===== src/rtl/muladd_rtn_queue_pkg.sv =====
// Shared widths and error-bit indices for the multiply-add return queue.
package muladd_rtn_queue_pkg;

    localparam int RES_W_DEF  = 64;
    localparam int HTID_W_DEF = 9;
    localparam int ERR_W      = 2;
    localparam int ERR_OVF    = 0;
    localparam int ERR_NOCRED = 1;

endpackage


===== src/rtl/muladd_rtn_queue_if.sv =====
// Result stream bundle: vld/res/ht_id travel downstream and rdy travels upstream.
// Handshake: a transfer happens in a cycle where vld & rdy are both high; vld must not depend on rdy.
interface muladd_rtn_queue_if
    import muladd_rtn_queue_pkg::*;
#(
    parameter int RES_W  = RES_W_DEF,
    parameter int HTID_W = HTID_W_DEF
);

    logic              vld;
    logic              rdy;
    logic [RES_W-1:0]  res;
    logic [HTID_W-1:0] ht_id;

    modport master (output vld, output res, output ht_id, input  rdy);
    modport slave  (input  vld, input  res, input  ht_id, output rdy);

endinterface


===== src/rtl/muladd_rtn_queue_ram.sv =====
// Result storage: one synchronous write port, one asynchronous read port.
module muladd_rtn_queue_ram #(
    parameter int DEPTH = 32,
    parameter int W     = 73
) (
    input  logic                     ck,
    input  logic                     i_we,
    input  logic [$clog2(DEPTH)-1:0] i_waddr,
    input  logic [W-1:0]             i_wdata,
    input  logic [$clog2(DEPTH)-1:0] i_raddr,
    output logic [W-1:0]             o_rdata
);

    logic [W-1:0] r_mem [DEPTH];

    always_ff @(posedge ck) begin
        if (i_we) begin
            r_mem[i_waddr] <= i_wdata;
        end
    end

    assign o_rdata = r_mem[i_raddr];

endmodule


===== src/rtl/muladd_rtn_queue.sv =====
// Return stage for the multiply-add unit: buffers the non-stallable result stream
// and withholds issue credit so every in-flight result is guaranteed a slot.
module muladd_rtn_queue
    import muladd_rtn_queue_pkg::*;
#(
    parameter int DEPTH  = 32,
    parameter int RES_W  = RES_W_DEF,
    parameter int HTID_W = HTID_W_DEF,
    parameter int CNT_W  = $clog2(DEPTH) + 1
) (
    input  logic                ck,
    input  logic                rst_n,
    input  logic                i_issue,
    input  logic                i_mad_rdy,
    output logic                o_issue_ok,
    muladd_rtn_queue_if.slave   i_push,
    muladd_rtn_queue_if.master  o_pop,
    output logic [CNT_W-1:0]    o_inflight,
    output logic [CNT_W-1:0]    o_count,
    output logic [ERR_W-1:0]    o_err
);

    localparam int              PTR_W = $clog2(DEPTH);
    localparam int              ENT_W = RES_W + HTID_W;
    localparam logic [CNT_W-1:0] FULL = CNT_W'(DEPTH);

    logic [PTR_W-1:0] r_wr_ptr;
    logic [PTR_W-1:0] r_rd_ptr;
    logic [CNT_W-1:0] r_count;
    logic [CNT_W-1:0] r_inflight;
    logic [ERR_W-1:0] r_err;

    logic             w_head_vld;
    logic             w_full;
    logic             w_pop;
    logic             w_push;
    logic             w_ovf;
    logic             w_nocred;
    logic [ENT_W-1:0] w_rdata;

    // Full/empty come from the occupancy count; pointers alone are ambiguous when equal.
    assign w_head_vld = (r_count != '0);
    assign w_full     = (r_count == FULL);
    assign w_pop      = w_head_vld & o_pop.rdy;
    assign w_push     = i_push.vld & (~w_full | w_pop);
    assign w_ovf      = i_push.vld & w_full & ~w_pop;
    assign w_nocred   = i_issue & (r_inflight == FULL);

    muladd_rtn_queue_ram #(
        .DEPTH (DEPTH),
        .W     (ENT_W)
    ) u_ram (
        .ck      (ck),
        .i_we    (w_push),
        .i_waddr (r_wr_ptr),
        .i_wdata ({i_push.res, i_push.ht_id}),
        .i_raddr (r_rd_ptr),
        .o_rdata (w_rdata)
    );

    always_ff @(posedge ck or negedge rst_n) begin
        if (!rst_n) begin
            r_wr_ptr   <= '0;
            r_rd_ptr   <= '0;
            r_count    <= '0;
            r_inflight <= '0;
            r_err      <= '0;
        end else begin
            if (w_push) begin
                r_wr_ptr <= r_wr_ptr + 1'b1;
            end
            if (w_pop) begin
                r_rd_ptr <= r_rd_ptr + 1'b1;
            end

            case ({w_push, w_pop})
                2'b10:   r_count <= r_count + 1'b1;
                2'b01:   r_count <= r_count - 1'b1;
                default: r_count <= r_count;
            endcase

            // Credit saturates at both ends instead of wrapping on misuse.
            if (i_issue && !w_pop && (r_inflight != FULL)) begin
                r_inflight <= r_inflight + 1'b1;
            end else if (!i_issue && w_pop && (r_inflight != '0)) begin
                r_inflight <= r_inflight - 1'b1;
            end

            if (w_ovf) begin
                r_err[ERR_OVF] <= 1'b1;
            end
            if (w_nocred) begin
                r_err[ERR_NOCRED] <= 1'b1;
            end
        end
    end

    // The result stream cannot be stalled, so the push side is always ready.
    assign i_push.rdy  = 1'b1;
    assign o_pop.vld   = w_head_vld;
    assign o_pop.res   = w_rdata[ENT_W-1:HTID_W];
    assign o_pop.ht_id = w_rdata[HTID_W-1:0];

    assign o_issue_ok  = i_mad_rdy & (r_inflight < FULL);
    assign o_inflight  = r_inflight;
    assign o_count     = r_count;
    assign o_err       = r_err;

endmodule


===== src/flat_wrapper.sv =====
// flat-port wrapper written by rule: the top's interface ports become plain ports
module muladd_rtn_queue_flat import muladd_rtn_queue_pkg::*;
#(
    parameter int DEPTH  = 32,
    parameter int RES_W  = RES_W_DEF,
    parameter int HTID_W = HTID_W_DEF,
    parameter int CNT_W  = $clog2(DEPTH) + 1
)
  (ck, rst_n, i_issue, i_mad_rdy, o_issue_ok, o_inflight, o_count, o_err, i_push_vld, i_push_res, i_push_ht_id, i_push_rdy, o_pop_vld, o_pop_res, o_pop_ht_id, o_pop_rdy);
  muladd_rtn_queue_if #(.RES_W(RES_W), .HTID_W(HTID_W)) i_push_i ();
  muladd_rtn_queue_if #(.RES_W(RES_W), .HTID_W(HTID_W)) o_pop_i ();
  input  logic ck;
  input  logic rst_n;
  input  logic i_issue;
  input  logic i_mad_rdy;
  output logic o_issue_ok;
  output logic [CNT_W-1:0] o_inflight;
  output logic [CNT_W-1:0] o_count;
  output logic [ERR_W-1:0] o_err;
  input wire logic [$bits(i_push_i.vld)-1:0] i_push_vld;
  input wire logic [$bits(i_push_i.res)-1:0] i_push_res;
  input wire logic [$bits(i_push_i.ht_id)-1:0] i_push_ht_id;
  output wire logic [$bits(i_push_i.rdy)-1:0] i_push_rdy;
  output wire logic [$bits(o_pop_i.vld)-1:0] o_pop_vld;
  output wire logic [$bits(o_pop_i.res)-1:0] o_pop_res;
  output wire logic [$bits(o_pop_i.ht_id)-1:0] o_pop_ht_id;
  input wire logic [$bits(o_pop_i.rdy)-1:0] o_pop_rdy;
  assign i_push_i.vld = i_push_vld;
  assign i_push_i.res = i_push_res;
  assign i_push_i.ht_id = i_push_ht_id;
  assign i_push_rdy = i_push_i.rdy;
  assign o_pop_vld = o_pop_i.vld;
  assign o_pop_res = o_pop_i.res;
  assign o_pop_ht_id = o_pop_i.ht_id;
  assign o_pop_i.rdy = o_pop_rdy;
  muladd_rtn_queue #(.DEPTH(DEPTH), .RES_W(RES_W), .HTID_W(HTID_W), .CNT_W(CNT_W)) u_core (.ck(ck), .rst_n(rst_n), .i_issue(i_issue), .i_mad_rdy(i_mad_rdy), .o_issue_ok(o_issue_ok), .i_push(i_push_i), .o_pop(o_pop_i), .o_inflight(o_inflight), .o_count(o_count), .o_err(o_err));
endmodule

===== config.mk =====
export PLATFORM = sky130hd
export DESIGN_NAME = muladd_rtn_queue_flat
export DESIGN_NICKNAME = d
export VERILOG_FILES = /design/src/rtl/muladd_rtn_queue_pkg.sv /design/src/rtl/muladd_rtn_queue_if.sv /design/src/rtl/muladd_rtn_queue_ram.sv /design/src/rtl/muladd_rtn_queue.sv /design/src/flat_wrapper.sv
export SDC_FILE = /design/constraint.sdc
export NUM_CORES = 2
export LEC_CHECK = 0
export ABC_AREA = 1
export ABC_CLOCK_PERIOD_IN_PS = 13600
export CORE_AREA = 2 2 413 415
export DETAILED_ROUTE_END_ITERATION = 12
export DIE_AREA = 0 0 415 417
export PLACE_DENSITY = 0.71
export SLEW_MARGIN = 25
export SYNTH_ARGS = -nofsm -noshare
export SYNTH_HDL_FRONTEND = slang
export SYNTH_SLANG_ARGS = --single-unit

===== constraint.sdc =====
create_clock -name ck -period 13.6 [get_ports ck]
set_input_delay 2.04 -clock ck [delete_from_list [all_inputs] [get_ports ck]]
set_output_delay 2.04 -clock ck [all_outputs]
set_load 0.005 [all_outputs]

==> impl_metrics.py <==
metrics = {
    "setup_path": {
        "timing.critical_path.depth": 9,
        "worst_path_dominant_cell_family": "buffers and inverters",
        "crit_path_cell_trace": "buf_12, buf_6, buf_4, o21ai_0, o221ai_1, nand3_1, nand3_1, o21a_1, clkdlybuf4s50_1",
        "timing_worst_setup_path_type": "reg2out",
        "worst_ep_arrival_time_ps": 5910,
        "critical_path.endpoint": "o_pop_res[16]",
        "timing.critical_path.from_type": "flop",
        "worstPathBufferInverterCount": 4,
        "crit_slowest_cell": "sky130_fd_sc_hd__dfrtp_4",
        "worst_path_most_repeated_cell": "sky130_fd_sc_hd__nand3_1",
        "crit_path_end_kind": "output pin",
        "crit-reg2reg-launch": "u_core.o_count[3]",
        "crit_start": "u_core.r_rd_ptr[0]",
        "reg2reg_depth": 10,
        "timing.rr.end": "u_core.u_ram.r_mem[4][29]",
        "data_required_time_at_the_worst_endpoint_ps": 11560,
        "cp_slowest_stage_delay_ps": 960,
        "timing.reg2reg.setup_slack_ps": 8880,
        "critical_path.max_fanout": 236,
    },
    "placed_design": {
        "place_congestion": 0.782,
        "buffer_ports.inserted": 167,
        "place_hpwl_mm": 117,
        "placed_cell_area_sq_um": 95400,
    },
    "synth": {
        "synth.cell_area_sq_um": 92100,
        "yosys_warnings": 0,
        "mappedNetlistNets": 6780,
        "synthesis.area_per_instance_sq_um": 13.8,
        "synthesis.instances": 6689,
        "synth_largest_area_cell": "sky130_fd_sc_hd__edfxtp_1",
        "yosysSeqAreaShare": 0.769,
        "flops_latches_synth": 2360,
        "yosysUniqueCellTypes": 44,
        "synth.area.top_cells": "sky130_fd_sc_hd__edfxtp_1 76%, sky130_fd_sc_hd__o21ai_0 6.1%, sky130_fd_sc_hd__nor2_1 5.2%",
        "synth_top_cell_area_share": 0.762,
    },
    "pwr": {
        "power_per_cell_area_nw_per_um2": 215,
        "power.static_leakage_uw": 0.0322,
        "vdd_drop_max_mv": 0.220,
    },
    "route": {
        "dr_wl_met3_mm": 25.4,
        "met1_length_mm": 94.3,
        "postRouteAntennaNets": 0,
        "detail_route.wl_per_cell_microns": 27.4,
        "dr.pass1.iters": 8,
        "vias_per_cell": 6.42,
        "drt_drc_violations_left": 0,
        "vias": 58600,
        "wl_met2_mm": 120,
        "drt_iter0_markers": 8816,
        "route.final.wire_length_mm": 250,
        "topRoutingLayerUsed": "met5",
    },
    "cells_and_area": {
        "layout.area.seq_sq_um": 70800,
        "finish.utilization": 0.609,
        "fillers": 12300,
        "nNetsFinal": 6803,
        "final_common_cell": "sky130_fd_sc_hd__edfxtp_1",
        "syn2layout_area_growth_pct": 11.6,
        "post_route_cells_drive_above_1_share": 0.0742,
        "multi_input_combinational_cell_area_sq_um": 18900,
        "final_cell_area_sq_um": 103000,
        "final_cell_mix": "2336 x sky130_fd_sc_hd__edfxtp_1, 1254 x sky130_fd_sc_hd__nor2_1, 1128 x sky130_fd_sc_hd__o21ai_0, 388 x sky130_fd_sc_hd__o22ai_1, 296 x sky130_fd_sc_hd__nand2_1",
    },
    "die": {
        "floorplan.die.width_microns": 415,
        "start_util": 0.546,
        "fp.coreArea_sq_um": 169000,
        "top_level_ports": 169,
        "die_h_microns": 417,
        "placement_rows": 151,
        "fp.dieArea_sq_um": 173000,
    },
    "timing": {
        "min_period_over_period": 0.585,
        "max_slew_margin": 0.221,
        "unrepaired_setup_endpoints_after_global_routing": "no",
        "final_period_minus_worst_setup_slack_ps": 7950,
        "fin_setup_tns_ps": 0,
        "slew_violations": 0,
        "worst_pin_slew_ps": 1170,
        "setup-violations-final": 0,
        "clock.fmax_mhz": 126,
        "holdWs_ps": 487,
        "final-hold-violation-count": 0,
        "clock-skew-final_ps": 52.8,
    },
    "job": {
        "max_capacitance_violation_count": 0,
    },
    "cts": {
        "clk_pin_slew_ps": 60,
        "clock_sink_count": 2360,
        "post_cts.repair.setup_buffers": 0,
        "cts_made_buffers": 225,
        "ctsLongestPathBuffers": 3,
        "cts_hold_buf": 0,
        "post_cts_resize_count": 0,
        "worstSkewPairLatency_ps": 900,
        "cts-htree-levels": 4,
        "cts_root_buf": "sky130_fd_sc_hd__clkbuf_16",
        "tritoncts": "built",
    },
    "global_routing": {
        "globalRoute.totalOverflow": 0,
        "pin_count_of_the_biggest_net_entering_global_routing": 244,
        "grt_use_total": 0.284,
        "antenna_found_initial": 20,
        "first_global_vias": 56300,
        "first_pass_grt_wire_length_mm": 365,
    },
    "worst_hold_path": {
        "hold_class": "reg2reg",
    },
    "run_status": {
        "run_status": "completed",
    },
}
## per-stage QoR
stage / setup WS, ps / std cells / power (uW)
6_report: 5650 / 9131 / 22100
5_1_grt: 5350 / 9128 / 23000
4_1_cts: 5400 / 9118 / 22000
3_5_place_dp: 6330 / 8700 / 15900
3_3_place_gp: 6390 / 8696 / 15800
2_1_floorplan: 5720 / 6689 / 13300
## kinds of logic (layout without fill, tap and decap cells)
kind of cell               count (synthesis)  in the layout  share of synthesized area
DFF                                     2360           2360                      0.769
AOI/OAI and AO/OA                       1988           1988                      0.124
and+or+nand+nor                         1771           1771                     0.0755
buffers and inverters                    541            755                     0.0285
xor gates and xnor gates                  16             16                    0.00152
adders and majority gates                 12             12                    0.00171
other                                      1             11                  0.0000407
## final cells by class
class                   instances  share of cell area
clock buffers                 287              0.0576
well taps                    2218              0.0270
repair buffers                283              0.0257
diodes                         10            0.000244
clock inverters               131              0.0137
inverters                      54             0.00250
multi-input cells            3788               0.184
flip-flops and latches       2360               0.689
## power by group
group	switching, uW	internal [uW]
Clock	2720	3440
Sequential	214	8470
Combinational	5000	2230
Total	7940	14100
## cell usage after synthesis (all sizes together)
master,instances
o31ai,2
fa,1
nand3,137
nand4,36
a41oi,5
xnor2,3
conb,1
o211ai,78
a31oi,40
o221ai,172
nor3,10
clkbuf,268
o21a,25
a32oi,2
nand3b,1
xor2,13
clkinv,1
nand2,297
nor2,1289
or2,1
o22ai,388
inv,53
dfrtp,24
ha,11
o21ai,1230
buf,219
a21o,1
edfxtp,2336
a21oi,45
## worst min path at each step
stage                      endpoint  depth (start not counted)  slack (ps)             from
floorplan           u_core.o_err[1]                          1         450  u_core.o_err[1]
global placement    u_core.o_err[1]                          1         450  u_core.o_err[1]
detailed placement  u_core.o_err[0]                          2         480  u_core.o_err[0]
CTS                 u_core.o_err[1]                          1         500  u_core.o_err[1]
global route        u_core.o_err[1]                          1         500  u_core.o_err[1]
finish              u_core.o_err[1]                          1         490  u_core.o_err[1]
## flip-flops by register name (all words and copies together), names as in the netlist
register,flops
u_core.o_err,2
u_core.r_wr_ptr,5
u_core.r_rd_ptr,5
u_core.u_ram.r_mem,2336
u_core.o_inflight,6
u_core.o_count,6
## per-layer routing
layer / GRT usage / up-vias
met3: 0.0497 / 595
met5: 0 / -
met1: 0.382 / 29200
met4: 0.113 / 8
met2: 0.463 / 3449
li1: - / 25300
## worst register-to-register path: cells and delay by family, from the launching register on
kind                   cells  cell delay (ps)
AO/OA/AOI/OAI              1              210
buffers and inverters      4             1840
flip-flops                 1              450
AND/OR/NAND/NOR            5             1810
No activity file was read; power rests on OpenSTA's default activity.
